<file path="src/rtl/vt52_pkg.sv">
// vt52_pkg: default geometry and the scroll state encoding shared by the scroll engine.
`timescale 1ns/1ps
`default_nettype none

package vt52_pkg;

  localparam int          DEF_ROWS      = 24;
  localparam int          DEF_COLS      = 80;
  localparam int          DEF_ADDR_BITS = 11;
  localparam logic [7:0]  DEF_FILL_CHAR = 8'h20;

  typedef enum logic [1:0] {
    ST_IDLE  = 2'd0,
    ST_COPY  = 2'd1,
    ST_CLEAR = 2'd2,
    ST_DONE  = 2'd3
  } scroll_state_t;

endpackage

`default_nettype wire

</file>
<file path="src/rtl/scroll_addr_gen.sv">
// scroll_addr_gen: copy destination/source and clear address counters for up or down scrolls.
`timescale 1ns/1ps
`default_nettype none

module scroll_addr_gen
  import vt52_pkg::*;
#(
  parameter int ROWS      = DEF_ROWS,
  parameter int COLS      = DEF_COLS,
  parameter int ADDR_BITS = DEF_ADDR_BITS
) (
  input  logic                 clk,
  input  logic                 reset_n,
  input  logic                 start,
  input  logic                 dir,
  input  logic                 copy_step,
  input  logic                 clear_step,
  output logic [ADDR_BITS-1:0] copy_dst,
  output logic [ADDR_BITS-1:0] copy_src,
  output logic                 copy_last,
  output logic [ADDR_BITS-1:0] clear_addr,
  output logic                 clear_last
);

  localparam logic [ADDR_BITS-1:0] LAST_ADDR   = ADDR_BITS'(ROWS*COLS - 1);
  localparam logic [ADDR_BITS-1:0] COPY_UP_END = ADDR_BITS'((ROWS-1)*COLS - 1);
  localparam logic [ADDR_BITS-1:0] CLR_UP_BASE = ADDR_BITS'((ROWS-1)*COLS);
  localparam logic [ADDR_BITS-1:0] COLS_A      = ADDR_BITS'(COLS);
  localparam logic [ADDR_BITS-1:0] COLS_M1     = ADDR_BITS'(COLS - 1);

  logic                 down;
  logic [ADDR_BITS-1:0] dst;
  logic [ADDR_BITS-1:0] clr;

  // Counters hold at their terminal value, so they cannot run past the buffer or wrap below 0.
  always_ff @(posedge clk or negedge reset_n) begin
    if (!reset_n) begin
      down <= 1'b0;
      dst  <= '0;
      clr  <= '0;
    end else if (start) begin
      down <= dir;
      dst  <= dir ? LAST_ADDR : '0;
      clr  <= dir ? COLS_M1 : CLR_UP_BASE;
    end else begin
      if (copy_step && !copy_last)
        dst <= down ? dst - 1'b1 : dst + 1'b1;
      if (clear_step && !clear_last)
        clr <= down ? clr - 1'b1 : clr + 1'b1;
    end
  end

  assign copy_dst   = dst;
  assign copy_src   = down ? dst - COLS_A : dst + COLS_A;
  assign copy_last  = down ? (dst == COLS_A) : (dst == COPY_UP_END);
  assign clear_addr = clr;
  assign clear_last = down ? (clr == '0) : (clr == LAST_ADDR);

endmodule

`default_nettype wire

</file>
<file path="src/rtl/scroll_engine.sv">
// scroll_engine: moves the character buffer one row up (or down with SCROLL_ENGINE_DOWN_EN)
// using a pipelined read/write copy followed by a fill of the vacated row.
`timescale 1ns/1ps
`default_nettype none

module scroll_engine
  import vt52_pkg::*;
#(
  parameter int         ROWS      = DEF_ROWS,
  parameter int         COLS      = DEF_COLS,
  parameter int         ADDR_BITS = DEF_ADDR_BITS,
  parameter logic [7:0] FILL_CHAR = DEF_FILL_CHAR
) (
  input  logic                 clk,
  input  logic                 reset_n,
  input  logic                 scroll_req,
  input  logic                 scroll_dir,
  output logic                 scroll_busy,
  output logic                 scroll_done,
  output logic                 scroll_ovr,
  output logic [ADDR_BITS-1:0] mem_rd_addr,
  input  logic [7:0]           mem_rd_data,
  output logic [ADDR_BITS-1:0] mem_wr_addr,
  output logic [7:0]           mem_wr_data,
  output logic                 mem_wr_en
);

  scroll_state_t        state, next_state;
  logic                 eff_dir;
  logic                 start, copy_step, clear_step;
  logic                 rd_active, wr_valid;
  logic [ADDR_BITS-1:0] wr_addr_q;
  logic [ADDR_BITS-1:0] copy_dst, copy_src, clear_addr;
  logic                 copy_last, clear_last;

`ifdef SCROLL_ENGINE_DOWN_EN
  assign eff_dir = scroll_dir;
`else
  logic unused_dir;
  assign unused_dir = scroll_dir;
  assign eff_dir    = 1'b0;
`endif

  assign start      = (state == ST_IDLE) && scroll_req;
  assign copy_step  = (state == ST_COPY) && rd_active;
  assign clear_step = (state == ST_CLEAR);

  scroll_addr_gen #(
    .ROWS      (ROWS),
    .COLS      (COLS),
    .ADDR_BITS (ADDR_BITS)
  ) u_addr_gen (
    .clk        (clk),
    .reset_n    (reset_n),
    .start      (start),
    .dir        (eff_dir),
    .copy_step  (copy_step),
    .clear_step (clear_step),
    .copy_dst   (copy_dst),
    .copy_src   (copy_src),
    .copy_last  (copy_last),
    .clear_addr (clear_addr),
    .clear_last (clear_last)
  );

  // Each read's destination is delayed one cycle to line up with the returning data.
  always_ff @(posedge clk or negedge reset_n) begin
    if (!reset_n) begin
      state     <= ST_IDLE;
      rd_active <= 1'b0;
      wr_valid  <= 1'b0;
      wr_addr_q <= '0;
    end else begin
      state     <= next_state;
      wr_valid  <= copy_step;
      wr_addr_q <= copy_dst;
      if (start)
        rd_active <= 1'b1;
      else if (copy_step && copy_last)
        rd_active <= 1'b0;
    end
  end

  always_comb begin
    next_state  = state;
    mem_rd_addr = '0;
    mem_wr_addr = '0;
    mem_wr_data = '0;
    mem_wr_en   = 1'b0;
    scroll_done = 1'b0;
    case (state)
      ST_IDLE: begin
        if (scroll_req)
          next_state = ST_COPY;
      end
      ST_COPY: begin
        if (copy_step)
          mem_rd_addr = copy_src;
        if (wr_valid) begin
          mem_wr_en   = 1'b1;
          mem_wr_addr = wr_addr_q;
          mem_wr_data = mem_rd_data;
          if (!rd_active)
            next_state = ST_CLEAR;
        end
      end
      ST_CLEAR: begin
        mem_wr_en   = 1'b1;
        mem_wr_addr = clear_addr;
        mem_wr_data = FILL_CHAR;
        if (clear_last)
          next_state = ST_DONE;
      end
      ST_DONE: begin
        scroll_done = 1'b1;
        next_state  = ST_IDLE;
      end
      default: next_state = ST_IDLE;
    endcase
  end

  assign scroll_busy = (state != ST_IDLE) || scroll_req;
  assign scroll_ovr  = scroll_req && (state != ST_IDLE);

endmodule

`default_nettype wire

</file>
<file path="config.mk">
export PLATFORM = sky130hd
export DESIGN_NAME = scroll_engine
export DESIGN_NICKNAME = d
export VERILOG_FILES = /design/src/rtl/vt52_pkg.sv /design/src/rtl/scroll_addr_gen.sv /design/src/rtl/scroll_engine.sv
export SDC_FILE = /design/constraint.sdc
export NUM_CORES = 1
export LEC_CHECK = 0
export ABC_AREA = 0
export CORE_UTILIZATION = 45
export CTS_CLUSTER_DIAMETER = 30
export CTS_CLUSTER_SIZE = 30
export DETAILED_ROUTE_END_ITERATION = 6
export PLACE_DENSITY_LB_ADDON = 0.15
export REMOVE_ABC_BUFFERS = 1
export SLEW_MARGIN = 20
export SYNTH_ARGS = -nofsm -noshare
export SYNTH_HDL_FRONTEND = slang
export SYNTH_SLANG_ARGS = --single-unit
</file>
<file path="constraint.sdc">
create_clock -name clk -period 2.6 [get_ports clk]
set_input_delay 0.26 -clock clk [delete_from_list [all_inputs] [get_ports clk]]
set_output_delay 0.26 -clock clk [all_outputs]
set_load 0.05 [all_outputs]
</file>
Word-level counts from Yosys, hierarchy flattened

Index checks and enable logic that the tools add are counted.

Add/sub/neg operators: 3
Equality and inequality tests: 9
Mux-type cells: 20
Reduce and logical (&&, ||, !) cells: 15

Operator list:

| cell                  | number |
|---|---|
| $mux 11               | 7 |
| $add 11x1->11 const B | 2 |
| $eq 11x11->1 const B  | 2 |
| $pmux 11 s2           | 1 |
| $pmux 8 s2            | 1 |
| $add 11x7->11 const B | 1 |
| $mux 2                | 4 |
| $mux 8                | 1 |
| $ne 2x2->1 const B    | 4 |
| $pmux 2 s4            | 1 |
| $reduce_bool 2->1     | 4 |
| $logic_and 1x1->1     | 6 |
| $eq 2x2->1 const B    | 2 |
| $mux 1                | 4 |
| $reduce_and 4->1      | 1 |
| $eq 2x1->1 const B    | 1 |
| $logic_not 1->1       | 2 |
| $logic_not 2->1       | 1 |
| $pmux 1 s2            | 1 |
| $logic_or 1x1->1      | 1 |

Register bits after elaboration: 37
Output and inout bits: 34
Logic and storage cells: 53

Depth between registers and ports, before layout

Gate-level depths: netlist (run 1).

Depth in word-level cells: 5
Gate-level depth with buffers: 7

Cells and area by module

A second synthesis (run 1) with hierarchy kept.

Cells, all modules: 356
Area, all modules: 3,151.8 µm²

Modules (own cells, without submodules):

| module          | instances | cells each | area an instance (µm²) |
|---|---|---|---|
| scroll_addr_gen | 1         | 268        | 2,278.4 |
| scroll_engine   | 1         | 88         | 873.3 |

Worst setup path after synthesis (run 1)

OpenSTA, ideal clock, no wires.

Path type: reg-to-output
From: register state[1]
To: output mem_wr_addr[1]
Arrival: 1,863 ps
Data required time: 2,340 ps
Setup slack: 477 ps
Cell stages (with the launch flop): 8
Cells stage by stage: dfrtp_1 inv_1 ha_1 buf_2 and3_1 clkbuf_1 clkbuf_1 a22o_1

Word-level cells in the longest chain between the ends: 2
Elaborated cells on any way between the ends: 3

Ends and longest elaborated chain:

| what                                            | line                | text |
|---|---|---|
| start: declaration                              | scroll_engine.sv:28 | `scroll_state_t state, next_state;` |
| start signal: assignment                        | scroll_engine.sv:74 | `state <= next_state;` |
| $eq 2x2->1 / $eq 2x1->1 (equally long branches) | scroll_engine.sv:91 | `case (state)` |
| $pmux 11 s2 (*)                                 | scroll_engine.sv:91 |  |
| end: declaration                                | scroll_engine.sv:23 | `output logic [ADDR_BITS-1:0] mem_wr_addr,` |

Every way passes the cells marked *; elsewhere a longest branch is shown, timed or not.

Final worst setup path (run 1)

From: register state[0]
To: output mem_wr_addr[6]

Same word-level chain as after synthesis.

==> results of run 1 <==
==> flip-flops by register name (all words and copies together), names as in the netlist <==
name                   flops
wr_addr_q                 11
u_addr_gen.copy_dst       11
rd_active                  1
state                      2
u_addr_gen.clear_addr     11
wr_valid                   1
==> layout by cell type, fill, tap and decap left out, types with 3 or more instances in the layout <==
| cell type | n |
|---|---|
| and2_1 | 10 |
| and4_1 | 5 |
| and3_1 | 8 |
| buf_12 | 18 |
| xor2_1 | 8 |
| a31oi_1 | 3 |
| nor2b_1 | 3 |
| dfrtp_1 | 37 |
| nand3_1 | 7 |
| inv_1 | 6 |
| clkdlybuf4s50_1 | 13 |
| buf_4 | 12 |
| or3_1 | 4 |
| nand2_1 | 16 |
| clkbuf_8 | 5 |
| dlymetal6s2s_1 | 4 |
| a22o_1 | 10 |
| nor4_1 | 3 |
| a21oi_1 | 8 |
| nor2_1 | 16 |
| ha_1 | 9 |
| o21ai_0 | 10 |
| nand4_1 | 7 |
==> Yosys cell counts, drive strengths merged (3+ instances only) <==
| cell | n |
|---|---|
| a22o | 10 |
| dfrtp | 37 |
| nor2b | 3 |
| or3 | 4 |
| xor2 | 8 |
| clkbuf | 8 |
| o21ai | 11 |
| and3 | 8 |
| buf | 4 |
| inv | 6 |
| and2 | 10 |
| nand3 | 7 |
| and4 | 5 |
| ha | 9 |
| a21oi | 8 |
| nor2 | 16 |
| a31oi | 3 |
| nor4 | 3 |
| nand4 | 8 |
| nand2 | 16 |
==> worst paths after layout <==
path                       cells after the start  slack, ns                       end
hold reg to reg                                0       0.46              wr_addr_q[3]
setup / recovery                               5       0.26            mem_wr_addr[6]
setup reg to reg                               6       0.48    u_addr_gen.copy_dst[7]
hold / removal                                 2       0.39  u_addr_gen.clear_addr[1]
max in group asynchronous                      2       1.90              wr_addr_q[4]
min in group clk                               0       0.46              wr_addr_q[3]
==> repair_timing <==
action                                  CTS  global route
hold buffers                              0             0
cloned                                    0             0
endpoints found under the setup margin    2             4
gates resized for setup                   2             4
pin swaps                                 0             0
==> per-layer routing <==
metal	up-vias	part of all wire, %	track usage, %
li1	862	-	-
met2	40	48	35.8
met5	-	0	0
met3	9	3.9	4.33
met1	885	46	31.3
met4	0	1.6	8.22
==> power breakdown <==
group	internal, mW	switching, mW	total, mW
registers	0.663	0.112	0.775
clock network	0.386	0.214	0.601
logic	0.608	0.907	1.51
total	1.66	1.23	2.89
==> cell families after synthesis <==
| kind of cell | count (synthesis) | share of synthesized area, % |
|---|---|---|
| AO/OA/AOI/OAI | 46 | 15.6 |
| flip-flops | 37 | 44.7 |
| buffers and inverters | 18 | 3.80 |
| AND/OR/NAND/NOR | 90 | 24.8 |
| multiplexers | 3 | 1.51 |
| adder cells (fa/ha/maj) | 9 | 5.43 |
| XOR/XNOR | 10 | 4.22 |
==> final cells by class <==
type / instances / area, sq um / area share (%)
multi-input cells: 158 / 1070 / 37.3
flip-flops and latches: 37 / 926 / 32.3
repair buffers: 49 / 648 / 22.6
clock buffers: 5 / 68.8 / 2.40
clock inverters: 3 / 68.8 / 2.40
well taps: 52 / 65.1 / 2.27
inverters: 6 / 22.5 / 0.785
==> metrics.csv, run 1 <==
metric;value;unit
clk_skew;0.00734;ns
worst r2r src;state[1];
Avg Cell Area, Syn;9.73;sq um
cell taking the most area after synthesis;dfrtp_1;
Yosys reg bits;37;
Gate Count Post-Synth;213;
worst path buffer plus inverter count;2;
GR Overflow Total;0;
DP Wirelength;3.45;mm
sequential area share after synthesis;44.7;%
Synth top area share;44.7;%
number of max-cap violations;0;
Longest Clk Path Bufs;2;
Initial Util;47.3;%
# Post-CTS Setup Buffers;0;
Worst setup SP type;flip-flop;
TritonCTS clock tree;yes;
WL per Instance;16.2;microns
clk root buf;clkbuf_8;
core area;4380;sq um
vias per cell;5.79;
cell area after synthesis;2070;sq um
PortBufs;44;
clock-pin slew on the worst setup and hold paths;0.08;ns
post-route insts no fill;310;
layout cell share with drive strength beyond 1;16.7;%
Setup violations, final;0;
Clock Sinks;37;
dpl cells;302;
Area growth syn-to-layout;38.3;%
die width;69.9;microns
Critical Path AT;2.08;ns
outcome;complete, no violations;
Worst Setup End Kind;output port;
die height;69.9;microns
vias in the first global route;1760;
Final nets;278;
worst hold path type;input pin to asynchronous set/reset pin;
Worst path max stage delay;0.48;ns
Area contributors post-synth;dfrtp_1 45%, ha_1 5.4%, a22o_1 4.2%;
Worst Tran Pin Value;0.536;ns
Async S/R FF share, synth;100;%
CP max stage cell;and2_1;
final worst slack;0.258;ns
crit path time final;2.34;ns
Placer Congestion;0.858;
antenna-violating nets left;0;
worst path cell trace;inv_1, ha_1, and2_1, a22o_1, buf_12;
worst-path fanout max;12;
IO Pins;46;
CTS H-Tree Depth;2;
Peak Freq;427;MHz
Worst Setup SP;state[0];
EDFF count, synth;0;
final hold violations;0;
setup_tns;0;ns
kind of critical path;flip-flop to output port;
final instance area;2870;sq um
cell family with most CP delay;simple AND/OR/NAND/NOR gates;
total power;2.89;mW
Vias;1796;
# DRC;0;
antenna cell count;0;
RSZ-0062 raised after global routing;no;
filler instances;352;
Worst Path Required;2.34;ns
Core Rows;24;
Die Footprint;4880;sq um
Yosys cell types;46;
Final Max Slew Viols;0;
largest net degree at the start of global routing;38;
first-pass GRT wire length;8.71;mm
hold_ws;0.387;ns
DRT Pass-1 Iters;4;
Post-DP Area;2720;sq um
DP Worst Slack;0.322;ns
PD cells;1010;nW/um^2
GRT Util Overall;22.7;%
crit share post-route;90.1;%
Slew headroom;64.2;%
WL final;5.02;mm
fin util;65.4;%
initial antenna violation count;0;
initial drt markers;137;
total CTS buffers;5;
Clk Latency, worst-skew pair;0.29;ns
Synth Warn #;0;
worst IR drop on VDD;0.584;mV
Pleak;1.35;nW
Top FF cell, synth;dfrtp_1;
Power figures use the tool's default switching activity.
==> run 2, diff against run 1 <==
--- a/config.mk
+++ b/config.mk
@@ -6,7 +6,7 @@
 export NUM_CORES = 1
 export LEC_CHECK = 0
 export ABC_AREA = 0
-export CORE_UTILIZATION = 45
+export CORE_UTILIZATION = 48
 export CTS_CLUSTER_DIAMETER = 30
 export CTS_CLUSTER_SIZE = 30
 export DETAILED_ROUTE_END_ITERATION = 6
==> metrics.csv, run 2 (synthesis gave the netlist of run 1 again) <==
metric;value;unit
clk root buf;clkbuf_8;
Area growth syn-to-layout;36.7;%
Clock Sinks;37;
clock-pin slew on the worst setup and hold paths;0.07;ns
# DRC;0;
# Post-CTS Setup Buffers;0;
Initial Util;50.7;%
number of max-cap violations;0;
Worst Path Required;2.34;ns
Worst Tran Pin Value;0.502;ns
layout cell share with drive strength beyond 1;16.3;%
initial antenna violation count;0;
worst path buffer plus inverter count;2;
DRT Pass-1 Iters;4;
PD cells;982;nW/um^2
commonest non-fill, non-tap cell in the layout;dfrtp_1;
Worst Setup End Kind;output port;
Seq pwr share;27.9;%
sw power;1.23;mW
most frequent cells in the layout;37 x dfrtp_1, 18 x clkdlybuf4s50_1, 18 x buf_12;
Switching Share;44.2;%
Clk pwr share;18.1;%
Combinational Power Share;54.0;%
setup_tns;0;ns
final hold violations;0;
worst hold path type;input pin to asynchronous set/reset pin;
Peak Freq;399;MHz
worst-path fanout max;11;
IO Pins;46;
final worst slack;0.0944;ns
WL final;4.84;mm
Pleak;1.28;nW
P_int;1.55;mW
Worst setup SP type;flip-flop;
initial drt markers;118;
first-pass GRT wire length;8.07;mm
worst path cell trace;inv_1, ha_1, and3_1, clkdlybuf4s50_1;
WL per Instance;15.7;microns
vias in the first global route;1706;
Longest Clk Path Bufs;2;
Final nets;278;
antenna cell count;0;
Clk Latency, worst-skew pair;0.30;ns
Critical Path AT;2.25;ns
total CTS buffers;5;
outcome;complete, no violations;
Worst path max stage delay;0.80;ns
Slew headroom;66.4;%
worst IR drop on VDD;0.572;mV
die width;67.7;microns
Placer Congestion;0.802;
RSZ-0062 raised after global routing;no;
Core Rows;23;
GR Overflow Total;0;
GRT Util Overall;24.1;%
CP max stage cell;clkdlybuf4s50_1;
PortBufs;44;
Die Footprint;4590;sq um
crit share post-route;96.4;%
antenna-violating nets left;0;
die height;67.7;microns
DP Worst Slack;0.335;ns
kind of critical path;flip-flop to output port;
cell family with most CP delay;buffers and inverters;
clk_skew;0.00873;ns
Vias;1746;
largest net degree at the start of global routing;38;
Final Max Slew Viols;0;
TritonCTS clock tree;yes;
core area;4090;sq um
Setup violations, final;0;
CTS H-Tree Depth;2;
vias per cell;5.67;
crit path time final;2.51;ns
DP Wirelength;3.46;mm
run 2: final timing paths:
check / from / slack [ns] / end / cells after the start
min reg2reg: u_addr_gen.copy_dst[3] / 0.46 / wr_addr_q[3] / 0
max reg2reg: state[1] / 0.45 / u_addr_gen.copy_dst[7] / 7
max: state[1] / 0.09 / mem_rd_addr[2] / 4
max in group asynchronous: reset_n / 1.89 / wr_addr_q[7] / 2
min: reset_n / 0.38 / u_addr_gen.clear_addr[0] / 2
min in group clk: u_addr_gen.copy_dst[3] / 0.46 / wr_addr_q[3] / 0
run 2: metrics by stage:
step,total power [mW],instances,util (%),hold slack (ns),cell area (sq um)
2_1_floorplan,1.66,201,-,-0.0356,2020
3_3_place_gp,2.27,300,66.6,0.428,2720
3_5_place_dp,2.29,300,66.6,0.432,2720
4_1_cts,2.79,308,69.3,0.400,2830
5_1_grt,2.92,308,69.4,0.437,2830
6_report,2.78,308,69.4,0.380,2830
run 2: final cells by class:
| cell class | count | area [sq um] |
|---|---|---|
| fillers | 316 | 1250 |
| multi-input cells | 158 | 1070 |
| flip-flops and latches | 37 | 926 |
| repair buffers | 49 | 643 |
| clock buffers | 6 | 72.6 |
| well taps | 50 | 62.6 |
| clock inverters | 2 | 38.8 |
| inverters | 6 | 22.5 |
run 2: per-layer routing:
metal,vias up,part of all wire [%],track usage [%]
li1,867,-,-
met1,847,47,31.8
met2,28,49,38.1
met3,4,3.4,4.90
met4,0,0.68,10.6
met5,-,0,0
run 2: repair_timing:
item / 4_1_cts / 5_1_grt
hold buffers: 0 / 0
endpoints found under the setup margin: 0 / 1
gates resized for setup: 0 / 1
hold endpoints to repair: 0 / 0
run 2: power by group through the flow:
stage / combinational, mW / sequential, mW / clock [mW]
final: 1.50 / 0.777 / 0.504
after global routing: 1.59 / 0.791 / 0.536
after CTS: 1.51 / 0.774 / 0.504
after detailed placement: 1.50 / 0.786 / 0
after global placement: 1.49 / 0.782 / 0
after floorplan: 0.908 / 0.750 / 0
==> run 3, diff against run 2 <==
--- a/config.mk
+++ b/config.mk
@@ -10,7 +10,7 @@
 export CTS_CLUSTER_DIAMETER = 30
 export CTS_CLUSTER_SIZE = 30
 export DETAILED_ROUTE_END_ITERATION = 6
-export PLACE_DENSITY_LB_ADDON = 0.15
+export PLACE_DENSITY = 0.87
 export REMOVE_ABC_BUFFERS = 1
 export SLEW_MARGIN = 20
 export SYNTH_ARGS = -nofsm -noshare
==> metrics.csv, run 3 (synthesis gave the netlist of run 1 again) <==
metric;value;unit
outcome;complete, no violations;
Initial Util;50.7;%
Worst Setup End Kind;output port;
IO Pins;46;
TritonCTS clock tree;yes;
sw power;1.21;mW
register area;926;sq um
vias in the first global route;1765;
crit share post-route;92.5;%
CTS H-Tree Depth;2;
Final Max Slew Viols;0;
worst r2r src;state[1];
layout cell share with drive strength beyond 1;15.6;%
reg2reg end;u_addr_gen.copy_dst[7];
Peak Freq;416;MHz
worst hold path type;input pin to asynchronous set/reset pin;
GRT Util Overall;24.4;%
clk_skew;0.00745;ns
Longest Clk Path Bufs;2;
die width;67.7;microns
multi-input logic area;1070;sq um
Worst Path Required;2.34;ns
Combinational Power Share;56.1;%
Placer Congestion;0.891;
Core Rows;23;
filler instances;314;
clock-pin slew on the worst setup and hold paths;0.08;ns
Die Footprint;4590;sq um
hold_ws;0.384;ns
Setup violations, final;0;
Final nets;276;
Clk Latency, worst-skew pair;0.29;ns
largest net degree at the start of global routing;38;
clk root buf;clkbuf_8;
Vias;1826;
GR Overflow Total;0;
RSZ-0062 raised after global routing;no;
Seq pwr share;29.1;%
commonest non-fill, non-tap cell in the layout;dfrtp_1;
antenna-violating nets left;0;
# DRC;0;
PortBufs;44;
Pleak;1.30;nW
kind of critical path;flip-flop to output port;
Area growth syn-to-layout;35.2;%
fin util;68.6;%
initial antenna violation count;0;
most frequent cells in the layout;37 x dfrtp_1, 18 x buf_12, 16 x nand2_1, 16 x nor2_1, 15 x clkdlybuf4s50_1;
number of max-cap violations;0;
Switching Share;45.5;%
DP Wirelength;3.58;mm
antenna cell count;0;
first-pass GRT wire length;8.16;mm
core area;4090;sq um
WL final;5.04;mm
Clk pwr share;14.8;%
cell count of the worst reg-to-reg path;6;
worst IR drop on VDD;0.628;mV
WL per Instance;16.5;microns
initial drt markers;174;
Critical Path AT;2.14;ns
Worst Tran Pin Value;0.675;ns
Worst setup SP type;flip-flop;
Clock Sinks;37;
# Post-CTS Setup Buffers;0;
final hold violations;0;
CTS Hold Buffers Added;0;
worst-path fanout max;18;
PostCTS Resize Cnt;0;
setup_tns;0;ns
PD cells;952;nW/um^2
setup slack, reg-to-reg;0.50;ns
Slew headroom;55.0;%
DRT Pass-1 Iters;5;
crit path time final;2.40;ns
P_int;1.45;mW
die height;67.7;microns
total CTS buffers;5;
vias per cell;5.97;
-- run 3: layer usage --
layer	routed length, microns	vias to the layer above	global-route usage [%]	part of all wire, %
met5	0	-	0	0
met4	99	0	10.6	2.0
met3	202	15	6.76	4.0
met2	2570	59	40.5	51
met1	2160	891	29.3	43
li1	-	861	-	-
-- run 3: power groups by stage --
| stage | Combinational [mW] | Sequential, mW | Clock [mW] |
|---|---|---|---|
| 3_5_place_dp | 1.50 | 0.783 | 0 |
| 5_1_grt | 1.60 | 0.794 | 0.426 |
| 2_1_floorplan | 0.908 | 0.750 | 0 |
| 6_report | 1.50 | 0.776 | 0.395 |
| 3_3_place_gp | 1.48 | 0.777 | 0 |
| 4_1_cts | 1.51 | 0.774 | 0.404 |
-- run 3: cell type report --
cell class | count | area share [%]
clock buffers | 6 | 2.59
clock inverters | 2 | 0.536
inverters | 6 | 0.804
multi-input cells | 158 | 38.1
flip-flops and latches | 37 | 33.0
well taps | 50 | 2.23
repair buffers | 47 | 22.7
-- run 3: worst max-delay path by stage --
stage / from / end / slack, ns / cells past startpoint
2_1_floorplan: state[1] / u_addr_gen.copy_dst[7] / 0.38 / 6
4_1_cts: state[1] / mem_rd_addr[3] / 0.04 / 4
5_1_grt: state[1] / mem_wr_addr[3] / 0.03 / 5
3_5_place_dp: state[1] / mem_rd_addr[3] / 0.39 / 4
6_report: state[1] / mem_wr_addr[3] / 0.20 / 5
3_3_place_gp: state[1] / mem_rd_addr[3] / 0.41 / 4
-- run 3: stage by stage --
stage                     instances  power [mW]  instance area (sq um)  setup WS [ns]
after global placement          298        2.25                   2710          0.412
after floorplan                 201        1.66                   2020          0.381
after detailed placement        298        2.28                   2710          0.387
after CTS                       306        2.68                   2790         0.0375
final                           306        2.67                   2800          0.195
after global routing            306        2.82                   2800         0.0348
-- run 3: critical path: stages (launching register included) --
cell and delay, ns:
dfrtp_1 0.41, inv_1 0.11, ha_1 0.33, and3_1 0.57, a22o_1 0.28, buf_12 0.15
